===== config.mk =====
export PLATFORM = sky130hd
export DESIGN_NAME = conv_input_seq
export DESIGN_NICKNAME = d
export VERILOG_FILES = /design/src/rtl/conv_input_seq.sv
export SDC_FILE = /design/constraint.sdc
export NUM_CORES = 1
export LEC_CHECK = 0
export ABC_AREA = 1
export CAP_MARGIN = 40
export CORE_ASPECT_RATIO = 0.75
export CORE_MARGIN = 3
export CORE_UTILIZATION = 40
export CTS_CLUSTER_SIZE = 30
export DETAILED_ROUTE_END_ITERATION = 16
export SLEW_MARGIN = 20
export SYNTH_ARGS = -nofsm -noshare
export SYNTH_HDL_FRONTEND = slang
export SYNTH_SLANG_ARGS = --single-unit

===== constraint.sdc =====
create_clock -name clk -period 4.3 [get_ports clk]
set_input_delay 0.43 -clock clk [delete_from_list [all_inputs] [get_ports clk]]
set_output_delay 0.43 -clock clk [all_outputs]
set_load 0.1 [all_outputs]

===== src/rtl/conv_input_seq.sv =====
// Upstream feeder for the convolution controller: turns a pixel/coefficient word stream into
// paced load pulses and row/column tracking. Define CONV_SEQ_FRAME_CNT_EN to add frame_count.
module conv_input_seq #(
  parameter int DATA_W   = 8,
  parameter int ROW_LEN  = 8,
  parameter int NUM_ROWS = 8
) (
  input  logic              clk,
  input  logic              n_rst,
  input  logic              in_valid,
  input  logic [DATA_W-1:0] in_data,
  input  logic              in_is_coeff,
  output logic              in_ready,
  input  logic              modwait,
  output logic              sample_load_en,
  output logic              new_row,
  output logic              coeff_load_en,
  output logic [DATA_W-1:0] sample_data,
  output logic [DATA_W-1:0] coeff_data,
  output logic [7:0]        col_count,
  output logic [7:0]        row_count,
  output logic              frame_done,
`ifdef CONV_SEQ_FRAME_CNT_EN
  output logic [7:0]        frame_count,
`endif
  output logic [2:0]        state_dbg_o
);

  typedef enum logic [2:0] {
    ST_READY    = 3'd0,
    ST_PULSE    = 3'd1,
    ST_HOLD     = 3'd2,
    ST_CF_PULSE = 3'd3,
    ST_CF_D0    = 3'd4,
    ST_CF_D1    = 3'd5,
    ST_CF_D2    = 3'd6
  } state_t;

  localparam logic [7:0] COL_LAST = 8'(ROW_LEN - 1);
  localparam logic [7:0] ROW_LAST = 8'(NUM_ROWS - 1);

  state_t            state_q;
  logic              sample_load_en_q, new_row_q, coeff_load_en_q, frame_done_q;
  logic [DATA_W-1:0] sample_data_q, coeff_data_q;
  logic [7:0]        col_q, row_q;
  logic              ctrl_idle_q, coeff_full_q;
  logic [1:0]        coeff_idx_q;
  logic [DATA_W-1:0] coeff_buf_q [3];
`ifdef CONV_SEQ_FRAME_CNT_EN
  logic [7:0]        frame_cnt_q;
`endif

  logic [7:0] col_d, row_d;
  logic       frame_end_d;
  logic       cf_go;
  logic       accept;

  // Handshake: a word transfers on a rising clk edge where in_valid && in_ready; in_valid may
  // drop at any time, and in_ready is only ever offered in READY while the controller is free.
  assign cf_go    = (state_q == ST_READY) && coeff_full_q && !ctrl_idle_q &&
                    (col_q >= 8'd3) && !modwait;
  assign in_ready = n_rst && (state_q == ST_READY) && !modwait &&
                    !(in_is_coeff && coeff_full_q) && !cf_go;
  assign accept   = in_valid && in_ready;

  always_comb begin
    col_d       = col_q + 8'd1;
    row_d       = row_q;
    frame_end_d = 1'b0;
    if (col_q == COL_LAST) begin
      col_d = 8'd0;
      if (row_q == ROW_LAST) begin
        row_d       = 8'd0;
        frame_end_d = 1'b1;
      end else begin
        row_d = row_q + 8'd1;
      end
    end
  end

  always_ff @(posedge clk or negedge n_rst) begin
    if (!n_rst) begin
      state_q          <= ST_READY;
      sample_load_en_q <= 1'b0;
      new_row_q        <= 1'b0;
      coeff_load_en_q  <= 1'b0;
      frame_done_q     <= 1'b0;
      sample_data_q    <= '0;
      coeff_data_q     <= '0;
      col_q            <= 8'd0;
      row_q            <= 8'd0;
      ctrl_idle_q      <= 1'b1;
      coeff_full_q     <= 1'b0;
      coeff_idx_q      <= 2'd0;
      coeff_buf_q[0]   <= '0;
      coeff_buf_q[1]   <= '0;
      coeff_buf_q[2]   <= '0;
`ifdef CONV_SEQ_FRAME_CNT_EN
      frame_cnt_q      <= 8'd0;
`endif
    end else begin
      sample_load_en_q <= 1'b0;
      new_row_q        <= 1'b0;
      coeff_load_en_q  <= 1'b0;
      frame_done_q     <= 1'b0;
      case (state_q)
        ST_READY: begin
          if (cf_go) begin
            coeff_load_en_q <= 1'b1;
            coeff_data_q    <= coeff_buf_q[0];
            state_q         <= ST_CF_PULSE;
          end else if (accept && !in_is_coeff) begin
            sample_data_q <= in_data;
            state_q       <= ST_PULSE;
            // First pixel after idle primes the controller; later column-0 pixels start a row.
            if (col_q == 8'd0 && ctrl_idle_q) begin
              sample_load_en_q <= 1'b1;
              ctrl_idle_q      <= 1'b0;
            end else if (col_q == 8'd0) begin
              new_row_q <= 1'b1;
            end else begin
              sample_load_en_q <= 1'b1;
            end
          end else if (accept) begin
            case (coeff_idx_q)
              2'd0:    coeff_buf_q[0] <= in_data;
              2'd1:    coeff_buf_q[1] <= in_data;
              2'd2:    coeff_buf_q[2] <= in_data;
              default: ;
            endcase
            coeff_idx_q <= coeff_idx_q + 2'd1;
            if (coeff_idx_q == 2'd2) coeff_full_q <= 1'b1;
          end
        end
        ST_PULSE: begin
          col_q        <= col_d;
          row_q        <= row_d;
          frame_done_q <= frame_end_d;
`ifdef CONV_SEQ_FRAME_CNT_EN
          if (frame_end_d) frame_cnt_q <= frame_cnt_q + 8'd1;
`endif
          state_q <= ST_HOLD;
        end
        ST_HOLD: state_q <= ST_READY;
        ST_CF_PULSE: begin
          coeff_data_q <= coeff_buf_q[0];
          state_q      <= ST_CF_D0;
        end
        ST_CF_D0: begin
          coeff_data_q <= coeff_buf_q[1];
          state_q      <= ST_CF_D1;
        end
        ST_CF_D1: begin
          coeff_data_q <= coeff_buf_q[2];
          state_q      <= ST_CF_D2;
        end
        ST_CF_D2: begin
          // Controller is idle after a coefficient load, so the row is re-primed from column 0.
          ctrl_idle_q  <= 1'b1;
          col_q        <= 8'd0;
          coeff_full_q <= 1'b0;
          coeff_idx_q  <= 2'd0;
          state_q      <= ST_READY;
        end
        default: state_q <= ST_READY;
      endcase
    end
  end

  assign sample_load_en = sample_load_en_q;
  assign new_row        = new_row_q;
  assign coeff_load_en  = coeff_load_en_q;
  assign frame_done     = frame_done_q;
  assign sample_data    = sample_data_q;
  assign coeff_data     = coeff_data_q;
  assign col_count      = col_q;
  assign row_count      = row_q;
  assign state_dbg_o    = state_q;
`ifdef CONV_SEQ_FRAME_CNT_EN
  assign frame_count    = frame_cnt_q;
`endif

endmodule


==> impl_metrics.csv <==
group,metric,value,unit
outcome,outcome,"complete, no violations",
sta,fin_crit_sh,54.2,%
synth,synth_area_leaders,"dfrtp_1 (53%), nand2_1 (15%), inv_1 (3.8%)",
global_routing,grt_max_degree,49,
synth,post-synth-top-area-fraction,53.3,%
placed_design,io_buffers,52,
worst_hold_path,holdCritPathClass,"input port to asynchronous set/reset pin",
clock_tree,path_clk_slew,80,ps
job,cap_violations,0,
setup_path,crit_chain,"ha_1 -> nor2_1 -> nand2_1 -> nand2_4 -> inv_1 -> nor3_1 -> buf_4",
setup_path,cp_slowest_cell,"dfrtp_1",
routing,drtIter0Drc,148,
global_routing,grt_use_met2,29.2,%
sta,relSlewSlack,58.4,%
clock_tree,cts_setup_buffers,0,
setup_path,required,3870,ps
sta,setup_tns,0,ps
pwr,ir_drop,396,uV
synth,yosysUniqueCellTypes,29,
global_routing,met3_usage,5.83,%
clock_tree,numCtsBuffers,9,
setup_path,crit_buf_inv,2,
pwr,power_density,695,nW/um^2
clock_tree,insertion_delay,350,ps
placed_design,place_congestion,0.794,
clock_tree,clock-sinks,67,
pwr,power_leakage,0.00219,uW
clock_tree,ctsResizeCount,0,
global_routing,antenna_found_initial,0,
clock_tree,cts_root_buf,"clkbuf_8",
final_layout,multi_input_area,1240,um^2
sta,final-setup-viol-count,0,
synth,syn_nets,372,
routing,wirelength,7610,um
clock_tree,htree_levels,3,
synth,synth_top_cell_by_area,"dfrtp_1",
setup_path,criticalPathCategory,"flip-flop to output port",
clock_tree,hold_buffers,0,
sta,timing.final.ws_setup,1970,ps
placed_design,hpwl,5530,um
sta,min_period,2330,ps
routing,via_per_inst,4.73,
sta,hold_viol,0,
setup_path,crit_path_start_kind,"flip-flop",
synth,synthCells,353,
clock_tree,cts_tree,"built",
synth,ys_seq_area_share,54.2,%
floorplan,die_w,108,um
setup_path,crit_family,"simple AND/OR/NAND/NOR gates",
setup_path,slowest_delay,420,ps
routing,ant_nets,0,
floorplan,io_pins,53,
final_layout,syn_to_final_growth,45.0,%
final_layout,final_cell_mix,"nand2_1 (123), dfrtp_1 (66), clkdlybuf4s50_1 (50), buf_8 (38), inv_1 (31)",
synth,syn_area,3100,um^2
sta,slew_viol_final,0,
global_routing,grt_pass1_vias,2622,
global_routing,grt_usage,19.3,%
sta,worst_slew_pin_slew,624,ps
setup_path,path_max_fanout,5,
floorplan,start_util,41.7,%
floorplan,die_area,8850,um^2
sta,fmax,429,MHz
global_routing,grt_pass1_wl,13100,um
final_layout,final_common_cell,"nand2_1",
routing,vias,2638,
routing,wl_per_cell,13.6,um
sta,skew,9.40,ps
floorplan,coreArea,7430,um^2
global_routing,grt-busiest-layer,"met2",
placed_design,pre_cts_ws,1830,ps
sta,rsz0062_at_grt,"false",
routing,drt-pass1-iter-count,4,
synth,avgSynthCellArea,8.78,um^2
global_routing,gr-total-overflow,0,
setup_path,end_kind,"output port",
synth,synth_seq_cells,67,
clock_tree,clk_path_buf_depth,2,
global_routing,grtUsageMet1,27.4,%
final_layout,fill_cells,643,
floorplan,rows,27,
setup_path,arrival,1900,ps
final_layout,design.final.nets,471,
floorplan,die_y,82.2,um
synth,yosys_warnings,0,
routing,drc_errors,0,
final_layout,drive_above_1_share,17.7,%
final_layout,antenna_cells,0,
final_layout,seq_area,1680,um^2
[where the power goes]
part           switching, uW  total, uW  leakage [uW]  internal (uW)
clock network            240        476     0.0000949            237
registers                114        926      0.000862            813
logic                   1140       1720       0.00123            581
total                   1490       3120       0.00219           1630
[final cells by class]
class / count / share of cell area (%)
Clock inverter: 5 / 0.613
Timing Repair Buffer: 92 / 24.9
Inverter: 39 / 3.26
Clock buffer: 11 / 3.37
Tap cell: 101 / 2.81
Multi-Input combinational cell: 243 / 27.7
Sequential cell: 67 / 37.3
[synthesized netlist by cell type, drive strengths merged]
master and count:
a21oi 2, a221oi 8, buf 4, dfrtp 66, dfstp 1, ha 6
inv 39, nand2 126, nand3 9, nand3b 2, nand4 6, nor2 30
nor3 5, o21a 2, o21ai 34, o22ai 4, o32ai 1, xor2 8
[worst reg2reg max path, stage by stage (launching register included)]
cell and delay (ps):
dfrtp_1 420, ha_1 250, nor2_1 110, nand2_1 100
nand2_4 110, nand4_1 470, inv_2 390, nand2_1 90
nand2_1 70
[state kept, by name, indices dropped and copies added, names as in the netlist]
register        count
new_row             1
frame_done          1
coeff_data          8
sample_load_en      1
coeff_full_q        1
coeff_idx_q         2
coeff_buf_q        24
sample_data         8
col_count           8
coeff_load_en       1
row_count           8
ctrl_idle_q         1
state_dbg_o         3
[cells by family after synthesis]
family	after synthesis	share of synthesized area, %
AOI/OAI and AO/OA	51	9.65
xor gates and xnor gates	8	2.26
adders and majority gates	6	2.42
buffers and inverters	43	5.65
DFF	67	54.2
and+or+nand+nor	178	25.8
[through the flow]
stage               total power [uW]  instances  hold slack (ps)  util [%]  instance area (um^2)
floorplan                       2010        353              134         -                  3100
global placement                2340        503              423      50.0                  3720
detailed placement              2670        542              421      58.0                  4310
CTS                             3150        558             43.7      60.5                  4490
global route                    3320        558             48.8      60.5                  4490
finish                          3120        558             35.3      60.5                  4490
[layer usage]
metal	part of all wire, %	wire length (um)
met1	50	3770
met2	45	3390
met3	4.8	362
met4	1.1	82
met5	0	0
[path summary, 6_finish.rpt]
check / slack [ps] / start / end / cells past startpoint
worst max-delay path: 1970 / col_count[0]$_DFFE_PN0P_ / in_ready / 7
worst min register to register: 480 / coeff_buf_q[3]$_DFFE_PN0P_ / coeff_buf_q[3]$_DFFE_PN0P_ / 2
worst min-delay path: 40 / n_rst / coeff_data[3]$_DFFE_PN0P_ / 1
min in group clk: 480 / coeff_buf_q[3]$_DFFE_PN0P_ / coeff_buf_q[3]$_DFFE_PN0P_ / 2
worst max register to register: 2230 / col_count[0]$_DFFE_PN0P_ / sample_data[5]$_DFFE_PN0P_ / 8
max in group asynchronous: 3260 / n_rst / sample_data[5]$_DFFE_PN0P_ / 2
No activity file was read; power rests on OpenSTA's default activity.
